[config.mk]
export PLATFORM = sky130hd
export DESIGN_NAME = time_set_ctrl
export DESIGN_NICKNAME = d
export VERILOG_FILES = /design/src/rtl/time_set_ctrl.sv
export SDC_FILE = /design/constraint.sdc
export NUM_CORES = 1
export LEC_CHECK = 0
export BUFFER_PORTS_ARGS = -buffer_cell sky130_fd_sc_hd__buf_2
export CAP_MARGIN = 20
export CORE_MARGIN = 8
export CORE_UTILIZATION = 56
export DETAILED_ROUTE_END_ITERATION = 7
export PLACE_DENSITY = 0.73
export SYNTH_ARGS = -nofsm -noshare
export SYNTH_HDL_FRONTEND = slang
export SYNTH_SLANG_ARGS = --single-unit
[constraint.sdc]
create_clock -name clk -period 7.19 [get_ports clk]
set_input_delay 1.438 -clock clk [delete_from_list [all_inputs] [get_ports clk]]
set_output_delay 1.438 -clock clk [all_outputs]
set_load 0.005 [all_outputs]
[src/rtl/time_set_ctrl.sv]
// Alarm-clock user-input stage: debounces four buttons and runs the
// RUN / SET_TIME / SET_ALARM mode FSM that edits the time and alarm presets.
// Ports:
//   clk, rst                      clock, synchronous active-high reset
//   btn_mode/next/up/down         raw asynchronous buttons
//   *_now                         current time from the clock core (BCD)
//   *_init, time_load             time preset and its one-cycle load strobe
//   *_bud, bud_en                 committed alarm time and alarm enable
//   mode, digit_sel, edit_digits  FSM mode, edited digit and edit register
module time_set_ctrl #(
    parameter int unsigned DEBOUNCE_CYCLES = 1_000_000
) (
    input  logic       clk,
    input  logic       rst,
    input  logic       btn_mode,
    input  logic       btn_next,
    input  logic       btn_up,
    input  logic       btn_down,
    input  logic [3:0] hourdec_now,
    input  logic [3:0] hourone_now,
    input  logic [3:0] mindec_now,
    input  logic [3:0] minone_now,
    output logic [3:0] hourdec_init,
    output logic [3:0] hourone_init,
    output logic [3:0] mindec_init,
    output logic [3:0] minone_init,
    output logic       time_load,
    output logic [3:0] hourdec_bud,
    output logic [3:0] hourone_bud,
    output logic [3:0] mindec_bud,
    output logic [3:0] minone_bud,
    output logic       bud_en,
    output logic [1:0] mode,
    output logic [1:0] digit_sel,
    output logic [15:0] edit_digits
);

    localparam int unsigned NBTN  = 4;
    localparam int unsigned CNT_W = (DEBOUNCE_CYCLES > 2) ? $clog2(DEBOUNCE_CYCLES) : 1;
    localparam logic [CNT_W-1:0] CNT_MAX = CNT_W'(DEBOUNCE_CYCLES - 1);

    typedef enum logic [1:0] {
        RUN       = 2'd0,
        SET_TIME  = 2'd1,
        SET_ALARM = 2'd2,
        BAD       = 2'd3
    } mode_t;

    // Bit 3 = mode, 2 = next, 1 = up, 0 = down
    logic [NBTN-1:0]  raw, sync1, sync2, level, press;
    logic [CNT_W-1:0] cnt [NBTN];

    assign raw = {btn_mode, btn_next, btn_up, btn_down};

    // Synchronizer, debouncer and rising-edge press pulse per button
    always_ff @(posedge clk) begin
        if (rst) begin
            sync1 <= '0;
            sync2 <= '0;
            level <= '0;
            press <= '0;
            for (int i = 0; i < NBTN; i++) cnt[i] <= '0;
        end else begin
            sync1 <= raw;
            sync2 <= sync1;
            for (int i = 0; i < NBTN; i++) begin
                press[i] <= 1'b0;
                if (sync2[i] == level[i]) begin
                    cnt[i] <= '0;
                end else if (cnt[i] == CNT_MAX) begin
                    level[i] <= sync2[i];
                    cnt[i]   <= '0;
                    press[i] <= sync2[i];
                end else begin
                    cnt[i] <= cnt[i] + CNT_W'(1);
                end
            end
        end
    end

    // Fixed priority: mode > next > up > down, losers are dropped
    logic p_mode, p_next, p_up, p_down;
    assign p_mode = press[3];
    assign p_next = press[2] & ~press[3];
    assign p_up   = press[1] & ~(|press[3:2]);
    assign p_down = press[0] & ~(|press[3:1]);

    function automatic logic [3:0] inc_wrap(input logic [3:0] v, input logic [3:0] max);
        return (v >= max) ? 4'd0 : v + 4'd1;
    endfunction

    // Out-of-range values decrement to the range max
    function automatic logic [3:0] dec_wrap(input logic [3:0] v, input logic [3:0] max);
        return (v == 4'd0 || v > max) ? max : v - 4'd1;
    endfunction

    function automatic logic [15:0] digit_edit(input logic [15:0] e, input logic [1:0] sel,
                                               input logic up);
        logic [3:0] hd, ho, md, mo, ho_max;
        hd = e[15:12];
        ho = e[11:8];
        md = e[7:4];
        mo = e[3:0];
        ho_max = (hd == 4'd2) ? 4'd3 : 4'd9;
        case (sel)
            2'd0: begin
                hd = up ? inc_wrap(hd, 4'd2) : dec_wrap(hd, 4'd2);
                // Entering the 20s pulls an out-of-range hour unit down to 3
                if (hd == 4'd2 && ho > 4'd3) ho = 4'd3;
            end
            2'd1:    ho = up ? inc_wrap(ho, ho_max) : dec_wrap(ho, ho_max);
            2'd2:    md = up ? inc_wrap(md, 4'd5) : dec_wrap(md, 4'd5);
            default: mo = up ? inc_wrap(mo, 4'd9) : dec_wrap(mo, 4'd9);
        endcase
        return {hd, ho, md, mo};
    endfunction

    mode_t       state_q, state_d;
    logic [15:0] edit_q, edit_d, init_q, init_d, bud_q, bud_d;
    logic [1:0]  ds_q, ds_d;
    logic        bud_en_q, bud_en_d, load_q, load_d;

    // State and output registers
    always_ff @(posedge clk) begin
        if (rst) begin
            state_q  <= RUN;
            edit_q   <= '0;
            init_q   <= '0;
            bud_q    <= '0;
            ds_q     <= '0;
            bud_en_q <= 1'b0;
            load_q   <= 1'b0;
        end else begin
            state_q  <= state_d;
            edit_q   <= edit_d;
            init_q   <= init_d;
            bud_q    <= bud_d;
            ds_q     <= ds_d;
            bud_en_q <= bud_en_d;
            load_q   <= load_d;
        end
    end

    // Next-state and next-output logic
    always_comb begin
        state_d  = state_q;
        edit_d   = edit_q;
        init_d   = init_q;
        bud_d    = bud_q;
        ds_d     = ds_q;
        bud_en_d = bud_en_q;
        load_d   = 1'b0;
        case (state_q)
            RUN: begin
                if (p_mode) begin
                    state_d = SET_TIME;
                    edit_d  = {hourdec_now, hourone_now, mindec_now, minone_now};
                    ds_d    = 2'd0;
                end else if (p_up) begin
                    bud_en_d = ~bud_en_q;
                end
            end
            SET_TIME, SET_ALARM: begin
                if (p_mode) begin
                    if (state_q == SET_TIME) begin
                        state_d = SET_ALARM;
                        init_d  = edit_q;
                        load_d  = 1'b1;
                        edit_d  = bud_q;
                        ds_d    = 2'd0;
                    end else begin
                        state_d = RUN;
                        bud_d   = edit_q;
                    end
                end else if (p_next) begin
                    ds_d = ds_q + 2'd1;
                end else if (p_up || p_down) begin
                    edit_d = digit_edit(edit_q, ds_q, p_up);
                end
            end
            default: state_d = RUN;
        endcase
    end

    assign {hourdec_init, hourone_init, mindec_init, minone_init} = init_q;
    assign {hourdec_bud, hourone_bud, mindec_bud, minone_bud}     = bud_q;
    assign time_load   = load_q;
    assign bud_en      = bud_en_q;
    assign mode        = state_q;
    assign digit_sel   = ds_q;
    assign edit_digits = edit_q;

endmodule
# [Yosys cells after proc, flatten, opt, wreduce, memory -nomap -nowiden]
# Memories as Yosys holds them, arrays and structs flattened.
# Index checks and enable logic that the tools add are counted.
[word_totals] mem_bits_rw=80 mem_count=1 out_inout_bits=54 wordCells=223 register_bits=70 in_bits=22
[op_classes] magnitude_cmp=9 n_addsub=13 mux=92 n_eq_ne=25 n_reduce_logical=35 n_bitwise=28
[mem_list] memory="cnt" depth=4 word_bits=20 read_ports=4 rd_clocked_by_memory_dff=0 write_ports=4 line_no="51" text="logic [CNT_W-1:0] cnt [NBTN];"
[op_table] operator="20-bit 2-to-1 mux" n=12
[op_table] operator="20-bit by 1-bit adder with 20-bit output (second input constant)" n=4
[op_table] operator="20-bit == test (second input constant)" n=4
[op_table] operator="16-bit 2-to-1 mux" n=5
[op_table] operator="4-bit 2-to-1 mux" n=17
[op_table] operator="1-bit 2-to-1 mux" n=47
[op_table] operator="16-bit one-hot mux with 2 select lines" n=1
[op_table] operator="3-bit OR reduction" n=7
[op_table] operator="3-bit != test (second input constant)" n=6
[op_table] operator="4-bit by 1-bit adder with 4-bit output (second input constant)" n=4
[op_table] operator="4-bit logical NOT" n=4
[op_table] operator="4-bit by 1-bit subtractor with 4-bit output (second input constant)" n=4
[op_table] operator="5-bit AND reduction" n=3
[op_table] operator="2-bit 2-to-1 mux" n=7
[op_table] operator="1-bit inverter" n=13
[op_table] operator="1-bit OR" n=12
[op_table] operator="2-bit AND reduction" n=6
[op_table] operator="4-bit by 2-bit == test with 1-bit output (second input constant)" n=2
[op_table] operator="4-bit by 2-bit > comparator with 1-bit output (second input constant)" n=2
[op_table] operator="2-bit one-hot mux with 2 select lines" n=2
[op_table] operator="4-bit one-hot mux with 2 select lines" n=1
[op_table] operator="3-bit AND reduction" n=2
[op_table] operator="6-bit AND reduction" n=1
[op_table] operator="1-bit logical OR" n=5
[op_table] operator="21 further kinds" n=31

# [Logic depth before layout (Yosys ltp)]
[logic_depth] depth_word=12 ltp_mapped=11 depth_no_buf=10

# [Worst setup path after synthesis]
# No wires, ideal clock.
[synth_path] kind="register to register" startpoint="register edit_q[12] (netlist: edit_digits[12])" endpoint="register edit_q[10] (netlist: edit_digits[10])" n_path_buf=1 path_slack_ps=4294 stages_incl_launch_ff=11 required_time_ps=7102 t_arrival_ps=2808 setup_ps=88 synth_period_minus_slack_ps=2896 cell_sequence="dfxtp_1 clkbuf_1 inv_1 ha_1 or3b_2 ha_1 a211o_1 a211oi_4 a21oi_1 a2111o_1 a311oi_2"
[synth_via] elab_chain_cells=11 elab_cells_between_ends=26 classes_between="add/sub (2); order compare (4); eq/ne (3); mux (12); reduce/logical (5)"
[synth_lines] item="start, declared" line_no="119" text="logic [15:0] edit_q, edit_d, init_q, init_d, bud_q, bud_d;"
[synth_lines] item="start signal, assigned" line_no="135" text="edit_q <= edit_d;"
[synth_lines] item="4-bit by 2-bit == test with 1-bit output" line_no="104" text="ho_max = (hd == 4'd2) ? 4'd3 : 4'd9;"
[synth_lines] item="4-bit 2-to-1 mux" line_no="104"
[synth_lines] item="4-bit > comparator" line_no="94" text="return (v == 4'd0 || v > max) ? max : v - 4'd1;"
[synth_lines] item="1-bit logical OR" line_no="94"
[synth_lines] item="4-bit 2-to-1 mux" line_no="94"
[synth_lines] item="4-bit 2-to-1 mux" line_no="111" text="2'd1: ho = up ? inc_wrap(ho, ho_max) : dec_wrap(ho, ho_max);"
[synth_lines] item="4-bit one-hot mux with 2 select lines" line_no="105" text="case (sel)"
[synth_lines] item="16-bit 2-to-1 mux" line_no="177" text="end else if (p_up || p_down) begin"
[synth_lines] item="16-bit 2-to-1 mux" line_no="175" text="end else if (p_next) begin"
[synth_lines] item="16-bit 2-to-1 mux" line_no="164" text="if (p_mode) begin"
[synth_lines] item="16-bit one-hot mux with 2 select lines" line_no="153" text="case (state_q)"
# Parallel ways exist; a longest one is shown, timed or not. The select of a mux whose other input is x is not followed.
# A chain may end at the register's enable or synchronous reset.

# [Worst setup path in the final report]
[layout_path] startpoint="register edit_q[13] (netlist: edit_digits[13])" endpoint="register edit_q[10] (netlist: edit_digits[10])"
# The elaborated chain is that of the path after synthesis.

==> impl_metrics.toml <==
[final_layout]
drive_gt1_share_pct = 11.79
n_antenna_cell = 0
fill_cells = 1248
multiInputGateArea_mm2 = 0.004263
area_growth_pct = 16.35
seq_area_mm2 = 0.003804
fin_nets = 1059

[yosys]
synth_edf_count = 80
ys.flop_type = "edfxtp_1"
avgSynthCellArea_um2 = 9.170
netlist.area_leader.share_pct = 29.70
ys_ff_latch = 150
netlist_instances = 882
ys_types = 63
synth-warning-count = 0
synth-async-reset-ratio_pct = 0
synthTopCellsByArea = "edfxtp_1, dfxtp_1, nor2_1"
synth-seq-area-share_pct = 47.03
syn-cell-area_mm2 = 0.008088
synth_area_leader_cell = "edfxtp_1"

[timing]
worstMarginPinSlew_ps = 985.8
slew_headroom_pct = 33.78
rsz0062_at_grt = "no"
setup_violations = 0
post-route-min-period_ps = 3205
setup_tns_ps = 0
slew_viol_final = 0
skew_ps = 9.151
clock.fmax_mhz = 312.0
whs_ps = 443.4
fin_crit_sh_pct = 44.57
hold_violations = 0

[placement]
portBuffers = 75
place_congestion = 0.8731
hpwl_um = 12450

[clock_tree]
cts-buffers-inserted = 17
clock-sinks = 150
clk_latency_ps = 420
cts_setup_buffers = 0
clockBufferDepth = 2
holdBufCountCts = 0
htreeDepth = 4
clock-root-buffer = "clkbuf_16"
tritoncts = "yes"
ctsResizeCount = 0
path_clk_slew_ps = 60

[worst_setup_path]
cp_max_fo = 11
cp-start-kind = "flip-flop"
critPathKind = "reg2reg"
cp.arrival_ps = 3540
end_kind = "flip-flop"
r2r_setup_slack_ps = 3990
crit_required_ps = 7520

[floorplanning]
die_area_mm2 = 0.01854
initial_core_util_pct = 56.50
core_mm2 = 0.01431
rows = 44
fp.dieH_um = 136.2
pin_count = 76
die_w_um = 136.2

[pwr]
powerDensity_mw_per_mm2 = 196.4
pwr-share-clk_pct = 45.8
p_sw_mw = 0.4278
p_sw_share_pct = 23.14
p_leak_nw = 3.541
irDropWorstVdd_v = 0.0001717
power_frac_comb_pct = 3.1
internal-power_mw = 1.421
seqPwrFrac_pct = 51.1

[global_routing]
grt_max_degree = 76
overflow = 0
grt_first_pass_wirelength_um = 30310
antenna_found_initial = 1
first_global_vias = 6146
track_usage_pct = 20.35

[detailed_routing]
post-route-drc-count = 0
dr_wl_met3_um = 1128
top_layer_used = "met5"
postRouteAntennaNets = 0
met1_length_um = 8171
drt-wirelength-per-cell_um = 14.93
viasPerCell = 5.403
drt_iter0_drc = 375
routed_wl_um = 18060
via_count = 6538
wl_met2_um = 8414
dr.pass1.iters = 5

[worst_hold_path]
hold_class = "reg2reg"

[job]
cap_violations = 0

[run_status]
status = "complete, no violations"
## cell type report
type	count	share of cell area (%)
Timing Repair Buffer	80	4.467
Clock inverter	13	1.130
Tap cell	184	2.446
Sequential cell	150	40.42
Clock buffer	19	4.840
Multi-Input combinational cell	729	45.30
Inverter	35	1.396
## synth_stat cells (all sizes together) (2+ instances only)
cell type and n:
and2 7, edfxtp 80, or4 4, a41oi 2, inv 35, or3b 2
nand2 95, a221o 2, o2111ai 2, o21ai 19, ha 24, dfxtp 70
mux2i 19, mux2 2, nor2b 11, nor4b 9, a21oi 51, o22ai 2
or3 6, and4 6, xnor2 44, xor2 35, o211ai 3, a221oi 10
clkbuf 35, a311oi 6, nor2 134, o31ai 3, and3 25, a31o 2
nor3 18, nand2b 4, nand4 10, nand3 43, buf 12, a211o 2
a31oi 5, a211oi 12, nor3b 4, nor4 10
## critical path, stage by stage (launching register included)
cell,delay [ps]
dfxtp_1,610
ha_1,290
or3b_2,520
ha_1,320
a211o_1,330
a211oi_4,320
a21oi_1,110
a2111o_1,400
a311oi_2,220
## worst paths after layout
kind | from | cells after the start | end
max reg2reg | edit_digits[13] | 8 | edit_digits[10]
min | sync1[2] | 1 | sync2[2]
max | edit_digits[13] | 8 | edit_digits[10]
min reg2reg | sync1[2] | 1 | sync2[2]
## power groups by stage
stage	sequential [mW]	clock (mW)	combinational, mW
3_3_place_gp	0.961	0	0.0557
6_report	0.944	0.847	0.0574
4_1_cts	0.944	0.863	0.0565
2_1_floorplan	0.956	0	0.0435
5_1_grt	0.947	0.897	0.0653
3_5_place_dp	0.962	0	0.0558
## stage by stage
stage | utilization, % | power, mW | setup slack [ps] | cell area [um^2] | cells
after global placement | 61.71 | 1.017 | 3994 | 8833 | 1177
final | 65.74 | 1.849 | 3985 | 9410 | 1210
after floorplan | - | 0.9999 | 4294 | 8384 | 961
after detailed placement | 61.71 | 1.018 | 3965 | 8833 | 1177
after CTS | 65.64 | 1.863 | 4012 | 9395 | 1209
after global routing | 65.74 | 1.909 | 3861 | 9410 | 1210
## per-layer routing
metal	global-route usage, %	up-vias
li1	-	3303
met5	0	-
met1	25.90	3054
met3	6.061	28
met4	7.932	2
met2	31.89	151
## layout by cell type, fill, tap and decap left out, drive strengths merged, types with 11 or more instances in the layout
cell / netlist / final
ha: 24 / 24
edfxtp: 80 / 80
a211oi: 12 / 12
nand2: 95 / 95
xnor2: 44 / 44
xor2: 35 / 35
nand3: 43 / 43
nor3: 18 / 18
mux2i: 19 / 19
buf: 12 / 80
dfxtp: 70 / 70
nor2b: 11 / 11
o21ai: 19 / 19
inv: 35 / 44
clkbuf: 35 / 19
nor2: 134 / 134
a21oi: 51 / 51
conb: 1 / 80
and3: 25 / 25
## state kept, by name, summed over array words and instances, names as in the netlist, 2 cells and up
signal	cells
level	4
digit_sel	2
sync2	4
cnt	80
bud_q	16
press	4
mode	2
init_q	16
edit_digits	16
sync1	4
## cell families (layout without fill, tap and decap cells)
group,Yosys count,in the layout,synth area share (%)
muxes,21,21,2.630
buffers and inverters,82,147,3.929
adders and majority gates,24,24,3.713
and+or+nand+nor,391,391,23.04
AOI/OAI and AO/OA,134,134,11.06
DFF,150,150,47.03
xor gates and xnor gates,79,79,8.555
other,1,80,0.04637
Power figures use the tool's default switching activity.
